`src/rtl/lab5_mcore_arb_pkg.sv`:
```
// Shared types for the main-memory arbiter: port tags and 16B memory messages.
// Latency: n/a (types and constants only).
// Backpressure: n/a.
package lab5_mcore_arb_pkg;

    localparam logic c_port_imem = 1'b0;
    localparam logic c_port_dmem = 1'b1;

    // Which port issued an outstanding request.
    typedef logic arb_tag_t;

    // 16B memory request: type, opaque, address, length, data.
    typedef struct packed {
        logic [2:0]   msg_type;
        logic [7:0]   opaque;
        logic [31:0]  addr;
        logic [3:0]   len;
        logic [127:0] data;
    } mem_req_16B_t;

    // 16B memory response: type, opaque, test bits, length, data.
    typedef struct packed {
        logic [2:0]   msg_type;
        logic [7:0]   opaque;
        logic [1:0]   test;
        logic [3:0]   len;
        logic [127:0] data;
    } mem_resp_16B_t;

endpackage

```
`src/rtl/lab5_mcore_arb_tag_fifo.sv`:
```
// In-order FIFO of 1-bit source tags, one entry per outstanding memory request.
// Latency: a pushed tag is visible at head on the next cycle; head/full/empty come straight from flops.
// Backpressure: a push while full or a pop while empty is ignored; full is registered, so a same-cycle pop never makes room for a push.
// Ports: clk, reset (async active-low), push/push_tag, pop, full, empty, head.
module lab5_mcore_arb_tag_fifo
    import lab5_mcore_arb_pkg::*;
#(
    parameter int p_depth = 4
) (
    input  logic     clk,
    input  logic     reset,
    input  logic     push,
    input  arb_tag_t push_tag,
    input  logic     pop,
    output logic     full,
    output logic     empty,
    output arb_tag_t head
);

    localparam int c_ptr_w = $clog2(p_depth);

    logic [c_ptr_w-1:0] wr_ptr_q, wr_ptr_d;
    logic [c_ptr_w-1:0] rd_ptr_q, rd_ptr_d;
    logic [c_ptr_w:0]   count_q,  count_d;
    logic [p_depth-1:0] slots_q,  slots_d;

    logic push_ok;
    logic pop_ok;

    assign full  = (count_q == (c_ptr_w + 1)'(p_depth));
    assign empty = (count_q == '0);
    assign head  = slots_q[rd_ptr_q];

    always_comb begin
        push_ok  = push & ~full;
        pop_ok   = pop & ~empty;
        wr_ptr_d = wr_ptr_q;
        rd_ptr_d = rd_ptr_q;
        count_d  = count_q;
        slots_d  = slots_q;
        if (push_ok) begin
            slots_d[wr_ptr_q] = push_tag;
            // Depth is a power of two, so the pointer wraps by overflow.
            wr_ptr_d = wr_ptr_q + 1'b1;
        end
        if (pop_ok) begin
            rd_ptr_d = rd_ptr_q + 1'b1;
        end
        case ({push_ok, pop_ok})
            2'b10:   count_d = count_q + 1'b1;
            2'b01:   count_d = count_q - 1'b1;
            default: count_d = count_q;
        endcase
    end

    always_ff @(posedge clk or negedge reset) begin
        if (!reset) begin
            wr_ptr_q <= '0;
            rd_ptr_q <= '0;
            count_q  <= '0;
            slots_q  <= '0;
        end else begin
            wr_ptr_q <= wr_ptr_d;
            rd_ptr_q <= rd_ptr_d;
            count_q  <= count_d;
            slots_q  <= slots_d;
        end
    end

endmodule

```
`src/rtl/lab5_mcore_main_mem_arb.sv`:
```
// Merges the imem and dmem 16B memory ports onto one main-memory port (round-robin), routing in-order responses back by source tag.
// Latency: 0 cycles on both request and response paths (pure combinational pass-through).
// Backpressure: no buffering; requests stall when memreq_rdy is low or p_max_inflight are outstanding; responses stall on the owning port's rdy.
// Ports: clk, reset (async active-low); imemreq/dmemreq in; imemresp/dmemresp out; memreq out; memresp in.
// Optional macro ARB_STATS_EN adds grant_cnt[1:0][31:0] and conflict_cnt[31:0] statistics outputs.
module lab5_mcore_main_mem_arb
    import lab5_mcore_arb_pkg::*;
#(
    parameter int p_max_inflight = 4
) (
    input  logic          clk,
    input  logic          reset,

    input  mem_req_16B_t  imemreq_msg,
    input  logic          imemreq_val,
    output logic          imemreq_rdy,
    output mem_resp_16B_t imemresp_msg,
    output logic          imemresp_val,
    input  logic          imemresp_rdy,

    input  mem_req_16B_t  dmemreq_msg,
    input  logic          dmemreq_val,
    output logic          dmemreq_rdy,
    output mem_resp_16B_t dmemresp_msg,
    output logic          dmemresp_val,
    input  logic          dmemresp_rdy,

    output mem_req_16B_t  memreq_msg,
    output logic          memreq_val,
    input  logic          memreq_rdy,
    input  mem_resp_16B_t memresp_msg,
    input  logic          memresp_val,
    output logic          memresp_rdy
`ifdef ARB_STATS_EN
    ,
    output logic [1:0][31:0] grant_cnt,
    output logic [31:0]      conflict_cnt
`endif
);

    arb_tag_t last_grant_q, last_grant_d;
    arb_tag_t sel;
    arb_tag_t head;
    logic     both_val;
    logic     any_val;
    logic     fire;
    logic     pop;
    logic     full;
    logic     empty;

    // Arbitration: a lone requester wins; on a tie the port not served last wins.
    always_comb begin
        both_val = imemreq_val & dmemreq_val;
        any_val  = imemreq_val | dmemreq_val;
        if (both_val) begin
            sel = ~last_grant_q;
        end else if (dmemreq_val) begin
            sel = c_port_dmem;
        end else begin
            sel = c_port_imem;
        end
    end

    // Handshakes are gated by reset so nothing looks valid or ready while it is held.
    always_comb begin
        memreq_msg  = (sel == c_port_dmem) ? dmemreq_msg : imemreq_msg;
        memreq_val  = reset & any_val & ~full;
        imemreq_rdy = reset & memreq_rdy & ~full & (sel == c_port_imem);
        dmemreq_rdy = reset & memreq_rdy & ~full & (sel == c_port_dmem);
        fire        = memreq_val & memreq_rdy;
        last_grant_d = fire ? sel : last_grant_q;
    end

    // Responses arrive strictly in request order, so the FIFO head names the owner.
    always_comb begin
        imemresp_msg = memresp_msg;
        dmemresp_msg = memresp_msg;
        imemresp_val = reset & memresp_val & ~empty & (head == c_port_imem);
        dmemresp_val = reset & memresp_val & ~empty & (head == c_port_dmem);
        memresp_rdy  = reset & ~empty & ((head == c_port_dmem) ? dmemresp_rdy : imemresp_rdy);
        pop          = memresp_val & memresp_rdy;
    end

    always_ff @(posedge clk or negedge reset) begin
        if (!reset) begin
            last_grant_q <= c_port_dmem;
        end else begin
            last_grant_q <= last_grant_d;
        end
    end

    lab5_mcore_arb_tag_fifo #(
        .p_depth (p_max_inflight)
    ) u_tag_fifo (
        .clk      (clk),
        .reset    (reset),
        .push     (fire),
        .push_tag (sel),
        .pop      (pop),
        .full     (full),
        .empty    (empty),
        .head     (head)
    );

`ifdef ARB_STATS_EN
    logic [1:0][31:0] grant_cnt_q, grant_cnt_d;
    logic [31:0]      conflict_cnt_q, conflict_cnt_d;

    // Counters wrap naturally at 2^32.
    always_comb begin
        grant_cnt_d    = grant_cnt_q;
        conflict_cnt_d = conflict_cnt_q;
        if (fire) begin
            grant_cnt_d[sel] = grant_cnt_q[sel] + 32'd1;
        end
        if (both_val) begin
            conflict_cnt_d = conflict_cnt_q + 32'd1;
        end
    end

    always_ff @(posedge clk or negedge reset) begin
        if (!reset) begin
            grant_cnt_q    <= '0;
            conflict_cnt_q <= '0;
        end else begin
            grant_cnt_q    <= grant_cnt_d;
            conflict_cnt_q <= conflict_cnt_d;
        end
    end

    assign grant_cnt    = grant_cnt_q;
    assign conflict_cnt = conflict_cnt_q;
`endif

endmodule

```
`config.mk`:
```
export PLATFORM = sky130hd
export DESIGN_NAME = lab5_mcore_main_mem_arb
export DESIGN_NICKNAME = d
export VERILOG_FILES = /design/src/rtl/lab5_mcore_arb_pkg.sv /design/src/rtl/lab5_mcore_arb_tag_fifo.sv /design/src/rtl/lab5_mcore_main_mem_arb.sv
export SDC_FILE = /design/constraint.sdc
export NUM_CORES = 1
export LEC_CHECK = 0
export BUFFER_PORTS_ARGS = -buffer_cell sky130_fd_sc_hd__clkbuf_2
export CORE_AREA = 4 4 376 378
export CTS_CLUSTER_SIZE = 30
export DETAILED_ROUTE_END_ITERATION = 8
export DIE_AREA = 0 0 380 382
export GPL_TIMING_DRIVEN = 0
export PLACE_DENSITY = 0.3
export SYNTH_ARGS = -nofsm -noshare
export SYNTH_HDL_FRONTEND = slang
export SYNTH_SLANG_ARGS = --single-unit
```
`constraint.sdc`:
```
create_clock -name clk -period 5 [get_ports clk]
set_clock_uncertainty 0.1 [all_clocks]
set_input_delay 1 -clock clk [delete_from_list [all_inputs] [get_ports clk]]
set_output_delay 1 -clock clk [all_outputs]
set_load 0.05 [all_outputs]
```
==> results.toml, run 1 <==
[synthesis]
synth_warnings = 0
synth_cells = 552
synth_area_per_cell_um2 = 9.12
syn_area_mm2 = 0.00503
post_synth_num_cell_types = 28
ys_ff_latch = 12
seq_area_frac_synth_pct = 5.99
syn_nets = 1061

[place]
post-dp-hpwl_um = 63500
dp.cells = 3174
gp_congestion = 0.891
dp_slack_ns = 0.372
io_buffers = 828

[sta]
slew_headroom_pct = 53.2
setup_slack_ns = 0.617
report.final.hold_viol_count = 0
rsz0062_at_grt = "false"
period_needed_ns = 4.38
tns_ns = 0
tightest_slew_ns = 0.706
whs_ns = 0.415
maxSlewViolCount = 0
max_clock_freq_mhz = 228
setup_viol = 0
finalCritPeriodShare_pct = 87.7

[worst_setup_path]
path_max_fanout = 12
required_ns = 3.90
start_kind = "primary input"
rr_worst_depth = 10
end_kind = "output port"
worstSetupPathType = "primary input to output port"
worst_ep_arrival_time_ns = 3.28

[clocking]
cts_resized = 0
cts_root_buf = "clkbuf_16"
numCtsBuffers = 3
clkLatencyLatePin_ns = 0.24
path_clk_slew_ns = 0.05
post_cts_buffers = 0
clock_sinks = 12
ctsHoldBuffers = 0
cts.path.max_buffers = 2
htreeDepth = 1
cts_tree = "yes"

[job]
drv_cap = 0

[power]
p_leak_nw = 6.04
peakVddDrop_uv = 120
powerDensity_mw_per_mm2 = 264

[die]
die_area_mm2 = 0.145
start_util_pct = 3.66
dieWidth_um = 380
io_pins = 974
die_h_um = 382
rows = 136
core_mm2 = 0.137

[cells_and_area]
fin_nets = 1894
fin_cells = 3192
drive_gt1_share_pct = 83.5
synthToLayoutAreaGrowth_pct = 129
final_common_cell = "clkbuf_2"
final_cell_mix = "clkbuf_2, buf_4, mux2_1, buf_2, dfrtp_1"
final.fill_count = 16261

[drt]
vias_per_cell = 2.17
first_pass_iters = 4
routedWlPerCell_um = 20.5
drt_wl_total_um = 65500
ant_nets = 0
drc = 0
drt_iter0_markers = 209
vias = 6912

[global_route]
grt_pass1_wl_um = 79400
grt.total_usage_pct = 8.42
grt_max_degree = 18
grt_remaining_overflow = 0
grt_pass1_vias = 6957
antenna_found_initial = 41

[min_path]
whs_path_depth = 1
hp-class = "flop to flop"

[status]
status = "finished clean"
cell type report:
type / instances / area [um2] / share of cell area, %
Timing Repair Buffer: 828 / 4140 / 35.9
Multi-Input combinational cell: 223 / 2400 / 20.8
Buffer: 311 / 2310 / 20.0
Tap cell: 1794 / 2240 / 19.4
Sequential cell: 12 / 302 / 2.61
Clock buffer: 4 / 88.8 / 0.769
Antenna cell: 14 / 35.0 / 0.303
Inverter: 6 / 22.5 / 0.195
metrics by stage:
| step | util (%) | instance area [um2] | power, mW |
|---|---|---|---|
| final | 8.40 | 11500 | 3.05 |
| after global routing | 8.37 | 11500 | 3.20 |
| after global placement | 8.31 | 11400 | 2.95 |
| after floorplan | - | 5030 | 2.05 |
| after detailed placement | 8.31 | 11400 | 2.95 |
| after CTS | 8.37 | 11500 | 3.12 |
routing by layer:
| metal | vias to the layer above | part of all wire [%] | GRT usage (%) | wire length [um] |
|---|---|---|---|---|
| met5 | - | 0.26 | 0 | 173 |
| met4 | 28 | 0.74 | 0.626 | 483 |
| met3 | 48 | 14 | 4.43 | 9330 |
| met2 | 458 | 43 | 12.7 | 28200 |
| met1 | 3145 | 42 | 11.0 | 27400 |
| li1 | 3233 | - | - | - |
synthesized netlist by cell type:
master	number	area (um2)
dfrtp_1	11	275
ha_1	5	62.6
a21oi_1	1	5.00
nor3b_2	1	12.5
and3b_1	1	8.76
and2_1	1	6.26
and4bb_1	1	12.5
nand2_1	1	3.75
xor2_1	3	26.3
nor2_1	5	18.8
nor3b_1	2	15.0
o21ai_1	2	10.0
a31oi_1	1	6.26
xnor2_1	2	17.5
mux2i_1	7	70.1
inv_2	1	3.75
mux2_4	4	60.1
buf_4	300	2250
a21boi_1	1	7.51
nor2b_1	2	12.5
inv_1	5	18.8
o31ai_1	2	15.0
nand2_2	4	25.0
o311ai_2	1	16.3
mux2_1	175	1970
buf_2	11	55.1
fa_1	1	20.0
dfstp_2	1	26.3
flip-flops by register name (all words and copies together), names as in the netlist:
name	count
u_tag_fifo.wr_ptr_q	2
u_tag_fifo.rd_ptr_q	2
u_tag_fifo.slots_q	4
last_grant_q	1
u_tag_fifo.count_q	3
critical path: stages:
cell and delay (ns):
clkbuf_2 0.11, a21boi_1 0.15, buf_2 0.46, buf_4 0.34, buf_4 0.35, mux2_1 0.49, clkbuf_2 0.32
report_power, final:
part	leakage [nW]	switching (mW)	internal (mW)	total, mW
registers	0.144	0.0478	0.149	0.197
clock network	0.0442	0.0438	0.121	0.165
logic	5.85	1.96	0.730	2.69
total	6.04	2.05	1.00	3.05
cells by family (layout without fill, tap and decap cells):
group	after synthesis	after routing	synth area share [%]
xor gates and xnor gates	5	5	0.870
adders and majority gates	6	6	1.64
AOI/OAI and AO/OA	8	8	1.19
and+or+nand+nor	18	18	2.29
muxes	186	186	41.7
buffers and inverters	317	1149	46.3
DFF	12	12	5.99
other	0	14	0
final timing paths:
| path | endpoint | from | slack (ns) |
|---|---|---|---|
| max in group asynchronous | last_grant_q$_DFFE_PN1N_ | reset | 3.88 |
| min in group asynchronous | u_tag_fifo.count_q[2]$_DFFE_PN0P_ | reset | 0.59 |
| hold / removal | u_tag_fifo.slots_q[0]$_DFFE_PN0P_ | u_tag_fifo.slots_q[0]$_DFFE_PN0P_ | 0.42 |
| hold reg to reg | u_tag_fifo.slots_q[0]$_DFFE_PN0P_ | u_tag_fifo.slots_q[0]$_DFFE_PN0P_ | 0.42 |
| setup / recovery | memreq_msg[113] | dmemreq_val | 0.62 |
| setup reg to reg | u_tag_fifo.count_q[2]$_DFFE_PN0P_ | u_tag_fifo.rd_ptr_q[1]$_DFFE_PN0P_ | 2.53 |
Power figures use the tool's default switching activity.
==> run 2: changes to the inputs <==
--- a/config.mk
+++ b/config.mk
@@ -6,10 +6,10 @@
 export NUM_CORES = 1
 export LEC_CHECK = 0
 export BUFFER_PORTS_ARGS = -buffer_cell sky130_fd_sc_hd__clkbuf_2
-export CORE_AREA = 4 4 376 378
+export CORE_AREA = 2 2 374 376
 export CTS_CLUSTER_SIZE = 30
 export DETAILED_ROUTE_END_ITERATION = 8
-export DIE_AREA = 0 0 380 382
+export DIE_AREA = 0 0 376 378
 export GPL_TIMING_DRIVEN = 0
 export PLACE_DENSITY = 0.3
 export SYNTH_ARGS = -nofsm -noshare
==> run 2 against run 1 <==
Worst setup slack better by 0.016 ns. Register-to-register slack about the same. Final cell count increased by 0.34%. Sequential share of layout area barely moved. Sequential cell count did not move. Combinational power about the same. Critical endpoint is now memreq_msg[165]. Largest cell class unchanged.
==> results.toml, run 2 (synthesis gave the netlist of run 1 again) <==
[status]
status = "finished clean"

[global_route]
grt.total_usage_pct = 8.48
grt_pass1_vias = 6409
grt_remaining_overflow = 0
antenna_found_initial = 36
grt_max_degree = 18
grt_pass1_wl_um = 75800

[drt]
first_pass_iters = 4
routedWlPerCell_um = 20.3
ant_nets = 0
vias_per_cell = 2.14
drc = 0
vias = 6869
drt_iter0_markers = 162
drt_wl_total_um = 65100

[worst_setup_path]
reg2reg_from = "u_tag_fifo.rd_ptr_q[1]$_DFFE_PN0P_"
start_kind = "primary input"
required_ns = 3.90
end_kind = "output port"
worst_path_max_delay_cell = "buf_2"
crit_path_cell_trace = "clkbuf_2, a21boi_1, buf_2, buf_4, buf_2, mux2_1, clkbuf_2"
rr_worst_depth = 10
path_max_fanout = 11
worstSetupPathType = "primary input to output port"
worst_ep_arrival_time_ns = 3.27
r2r_slack_ns = 2.54
r2r_end = "u_tag_fifo.count_q[2]$_DFFE_PN0P_"
cp_slowest_stage_delay_ns = 0.43

[cells_and_area]
fin_nets = 1894
top_register = "u_tag_fifo.slots_q"
final_cell_mix = "clkbuf_2, buf_4, mux2_1, buf_2, dfrtp_1"
final_common_cell = "clkbuf_2"
seqCellArea_um2 = 302
post-route-util_pct = 8.34
largest_reg_flops = 4
multi_input_area_mm2 = 0.00240
synthToLayoutAreaGrowth_pct = 130
drive_gt1_share_pct = 83.5
largestRegisters = "u_tag_fifo.slots_q (4), u_tag_fifo.count_q (3)"
final.fill_count = 16422

[clocking]
path_clk_slew_ns = 0.04
cts_root_buf = "clkbuf_16"
post_cts_buffers = 0
ctsHoldBuffers = 0
cts_tree = "yes"
clkLatencyLatePin_ns = 0.24
numCtsBuffers = 3
cts.path.max_buffers = 2
clock_sinks = 12
htreeDepth = 1
cts_resized = 0

[power]
peakVddDrop_uv = 117
powerDensity_mw_per_mm2 = 266
p_leak_nw = 6.04

[min_path]
whs_path_depth = 1
worstHoldEndpoint = "u_tag_fifo.slots_q[0]$_DFFE_PN0P_"
hp-class = "flop to flop"
hp-start = "u_tag_fifo.slots_q[0]$_DFFE_PN0P_"

[job]
drv_cap = 0

[place]
dp_slack_ns = 0.452
post-dp-hpwl_um = 63200
gp_congestion = 0.939
io_buffers = 828

[die]
die_area_mm2 = 0.142
dieWidth_um = 376
io_pins = 974
die_h_um = 378
start_util_pct = 3.63
core_mm2 = 0.139
rows = 137

[sta]
finalCritPeriodShare_pct = 87.3
period_needed_ns = 4.37
report.final.hold_viol_count = 0
tightest_slew_ns = 0.719
tns_ns = 0
max_clock_freq_mhz = 229
slew_headroom_pct = 52.3
maxSlewViolCount = 0
rsz0062_at_grt = "false"
setup_viol = 0
setup_slack_ns = 0.633
==> run 2: per-layer routing <==
metal	wire [um]	global-route usage, %	vias to the layer above	share of wire (%)
met5	245	0	-	0.38
met4	378	0.385	34	0.58
met3	9770	4.95	58	15
met2	27500	12.7	427	42
met1	27300	10.9	3122	42
li1	-	-	3228	-
==> run 2: how the worst max path moves through the flow <==
stage | to | start | cells past startpoint
3_5_place_dp | memreq_msg[166] | dmemreq_val | 7
3_3_place_gp | memreq_msg[165] | dmemreq_val | 7
5_1_grt | memreq_msg[165] | dmemreq_val | 7
2_1_floorplan | imemreq_rdy | dmemreq_val | 5
4_1_cts | memreq_msg[166] | dmemreq_val | 7
6_report | memreq_msg[165] | dmemreq_val | 7
==> run 2: power breakdown <==
part / internal (mW) / total (mW) / switching (mW)
logic: 0.730 / 2.72 / 1.99
registers: 0.149 / 0.198 / 0.0490
clock network: 0.121 / 0.163 / 0.0421
==> run 2: layout make-up <==
cell class | count | share of cell area [%]
repair buffers | 828 | 35.9
multi-input cells | 223 | 20.8
plain buffers | 311 | 20.0
well taps | 1807 | 19.6
flip-flops and latches | 12 | 2.61
clock buffers | 4 | 0.769
diodes | 12 | 0.260
inverters | 6 | 0.195
==> run 2: worst max-delay path: cells and delay by family <==
| family | cells | cell delay (ns) |
|---|---|---|
| multiplexers | 1 | 0.38 |
| AO/OA/AOI/OAI | 1 | 0.15 |
| buffers and inverters | 5 | 1.68 |
==> run 2: through the flow <==
step,instance area (um2),instances,power [mW],hold WS [ns]
final,11600,3203,3.08,0.415
after global routing,11500,3191,3.24,0.445
after CTS,11500,3191,3.15,0.417
after detailed placement,11400,3187,2.98,0.407
after global placement,11400,3187,2.98,0.403
after floorplan,5030,552,2.05,0.381
==> run 3: changes to the inputs <==
--- a/config.mk
+++ b/config.mk
@@ -11,7 +11,7 @@
 export DETAILED_ROUTE_END_ITERATION = 8
 export DIE_AREA = 0 0 376 378
 export GPL_TIMING_DRIVEN = 0
-export PLACE_DENSITY = 0.3
+export PLACE_DENSITY = 0.32
 export SYNTH_ARGS = -nofsm -noshare
 export SYNTH_HDL_FRONTEND = slang
 export SYNTH_SLANG_ARGS = --single-unit
==> run 3 against run 2 <==
Final cell count grew 0.25%. Clock-buffer cell count did not move. Global-route usage up 0.053 points. Critical path type unchanged. Sequential cell count unchanged. Largest cell class unchanged. Critical endpoint unchanged. Critical path depth unchanged. Register-to-register slack got worse by 0.08 ns. Design area grew 0.17%. First-iteration DRC count down 2.5%. Worst setup slack improved by 0.070 ns. Core utilization is essentially flat.
==> results.toml, run 3 (synthesis gave the netlist of run 1 again) <==
[power]
combPwrFrac_pct = 88.3
pwr-share-seq_pct = 6.4
swShare_pct = 67.5
p_sw_mw = 2.07
peakVddDrop_uv = 143
finalPower_mw = 3.07
p_int_mw = 1.00
powerDensity_mw_per_mm2 = 266
clockPowerShare_pct = 5.3
p_leak_nw = 6.04

[clocking]
htreeDepth = 1
clkLatencyLatePin_ns = 0.24
clock_sinks = 12
ctsHoldBuffers = 0
cts_resized = 0
path_clk_slew_ns = 0.04
cts.path.max_buffers = 2
post_cts_buffers = 0
numCtsBuffers = 3
cts_tree = "yes"
cts_root_buf = "clkbuf_16"

[cells_and_area]
synthToLayoutAreaGrowth_pct = 130
fin_nets = 1894
largest_reg_flops = 4
post-route-util_pct = 8.36
drive_gt1_share_pct = 83.5
largestRegisters = "u_tag_fifo.slots_q (4), u_tag_fifo.count_q (3)"
top_register = "u_tag_fifo.slots_q"
fin_cells = 3211
final_cell_mix = "clkbuf_2, buf_4, mux2_1, buf_2, dfrtp_1"
final_common_cell = "clkbuf_2"

[global_route]
antenna_found_initial = 40
grt_most_used_layer = "met2"
met2_usage_pct = 12.2
grt.total_usage_pct = 8.54
grt_use_met1_pct = 11.2
grt_pass1_wl_um = 76100
grt_max_degree = 18
grt_remaining_overflow = 0
met3_usage_pct = 5.10
grt_pass1_vias = 6344

[sta]
finalCritPeriodShare_pct = 85.9
report.final.hold_viol_count = 0
rsz0062_at_grt = "false"
maxSlewViolCount = 0
tightest_slew_ns = 0.660
period_needed_ns = 4.30
setup_viol = 0
slew_headroom_pct = 56.2
tns_ns = 0
max_clock_freq_mhz = 233
whs_ns = 0.410

[drt]
vias_per_cell = 2.15
routedWlPerCell_um = 20.4
drt_iter0_markers = 158
vias = 6905
drc = 0
first_pass_iters = 4
drt_wl_total_um = 65500
ant_nets = 0

[die]
io_pins = 974
die_area_mm2 = 0.142
core_mm2 = 0.139
rows = 137
die_h_um = 378
dieWidth_um = 376
start_util_pct = 3.63

[worst_setup_path]
path_max_fanout = 12
crit_family = "buffers and inverters"
crit_path_cell_trace = "clkbuf_2, a21boi_1, buf_2, buf_4, buf_2, mux2_1, clkbuf_2"
reg2reg_from = "u_tag_fifo.rd_ptr_q[1]$_DFFE_PN0P_"
end_kind = "output port"
start_kind = "primary input"
worstSetupPathType = "primary input to output port"
r2r_slack_ns = 2.46
cp_slowest_stage_delay_ns = 0.42
path_depth = 7
r2r_end = "u_tag_fifo.count_q[2]$_DFFE_PN0P_"
required_ns = 3.90
worst_ep_arrival_time_ns = 3.20
rr_worst_depth = 10
path_buf_inv = 5
worst_path_max_delay_cell = "buf_2"

[min_path]
hp-class = "flop to flop"
worstHoldEndpoint = "u_tag_fifo.slots_q[3]$_DFFE_PN0P_"
hp-start = "u_tag_fifo.slots_q[3]$_DFFE_PN0P_"
whs_path_depth = 1

[status]
status = "finished clean"

[job]
drv_cap = 0

[place]
post-dp-hpwl_um = 62900
dp.cells = 3187
io_buffers = 828
gp_congestion = 0.920
## run 3: cell types whose count changed in the layout (fill, tap and decap cells not counted), sizes merged
cell	previous run	this run
diode	12	20
## run 3: power by group through the flow
stage	Clock (mW)	Sequential, mW	Combinational [mW]
finish	0.163	0.197	2.71
detailed placement	0	0.198	2.78
global placement	0	0.199	2.78
floorplan	0	0.187	1.86
CTS	0.168	0.198	2.79
global route	0.172	0.206	2.86
## run 3: final cells by class
cell class	count	area, um2
inverters	6	22.5
diodes	20	50.0
multi-input cells	223	2400
repair buffers	828	4140
fillers	16422	127000
clock buffers	4	88.8
plain buffers	311	2310
well taps	1807	2260
flip-flops and latches	12	302
## run 3: metal layers
| metal | share of wire [%] | vias up |
|---|---|---|
| met1 | 43 | 3102 |
| met2 | 40 | 459 |
| met4 | 1.1 | 34 |
| met5 | 0.37 | - |
| met3 | 15 | 68 |
| li1 | - | 3242 |
## run 3: worst max path at each step
| stage | from | end | slack (ns) |
|---|---|---|---|
| 5_1_grt | dmemreq_val | memreq_msg[167] | 0.40 |
| 2_1_floorplan | dmemreq_val | imemreq_rdy | 1.61 |
| 4_1_cts | dmemreq_val | memreq_msg[167] | 0.40 |
| 3_3_place_gp | dmemreq_val | memreq_msg[167] | 0.41 |
| 6_report | dmemreq_val | memreq_msg[165] | 0.70 |
| 3_5_place_dp | dmemreq_val | memreq_msg[167] | 0.40 |
## run 3: stage by stage
step | area (um2) | worst slack [ns]
final | 11600 | 0.703
after global routing | 11500 | 0.399
after floorplan | 5030 | 1.61
after global placement | 11400 | 0.411
after CTS | 11500 | 0.396
after detailed placement | 11400 | 0.396
## run 3: worst register-to-register path: stages, from the launching register on
cell     delay (ns)
dfrtp_1        0.41
mux2i_1        0.36
mux2i_1        0.20
mux2i_1        0.17
nor2_1         0.15
ha_1           0.20
inv_1          0.06
fa_1           0.38
xor2_1         0.15
nor2_1         0.12
xor2_1         0.16
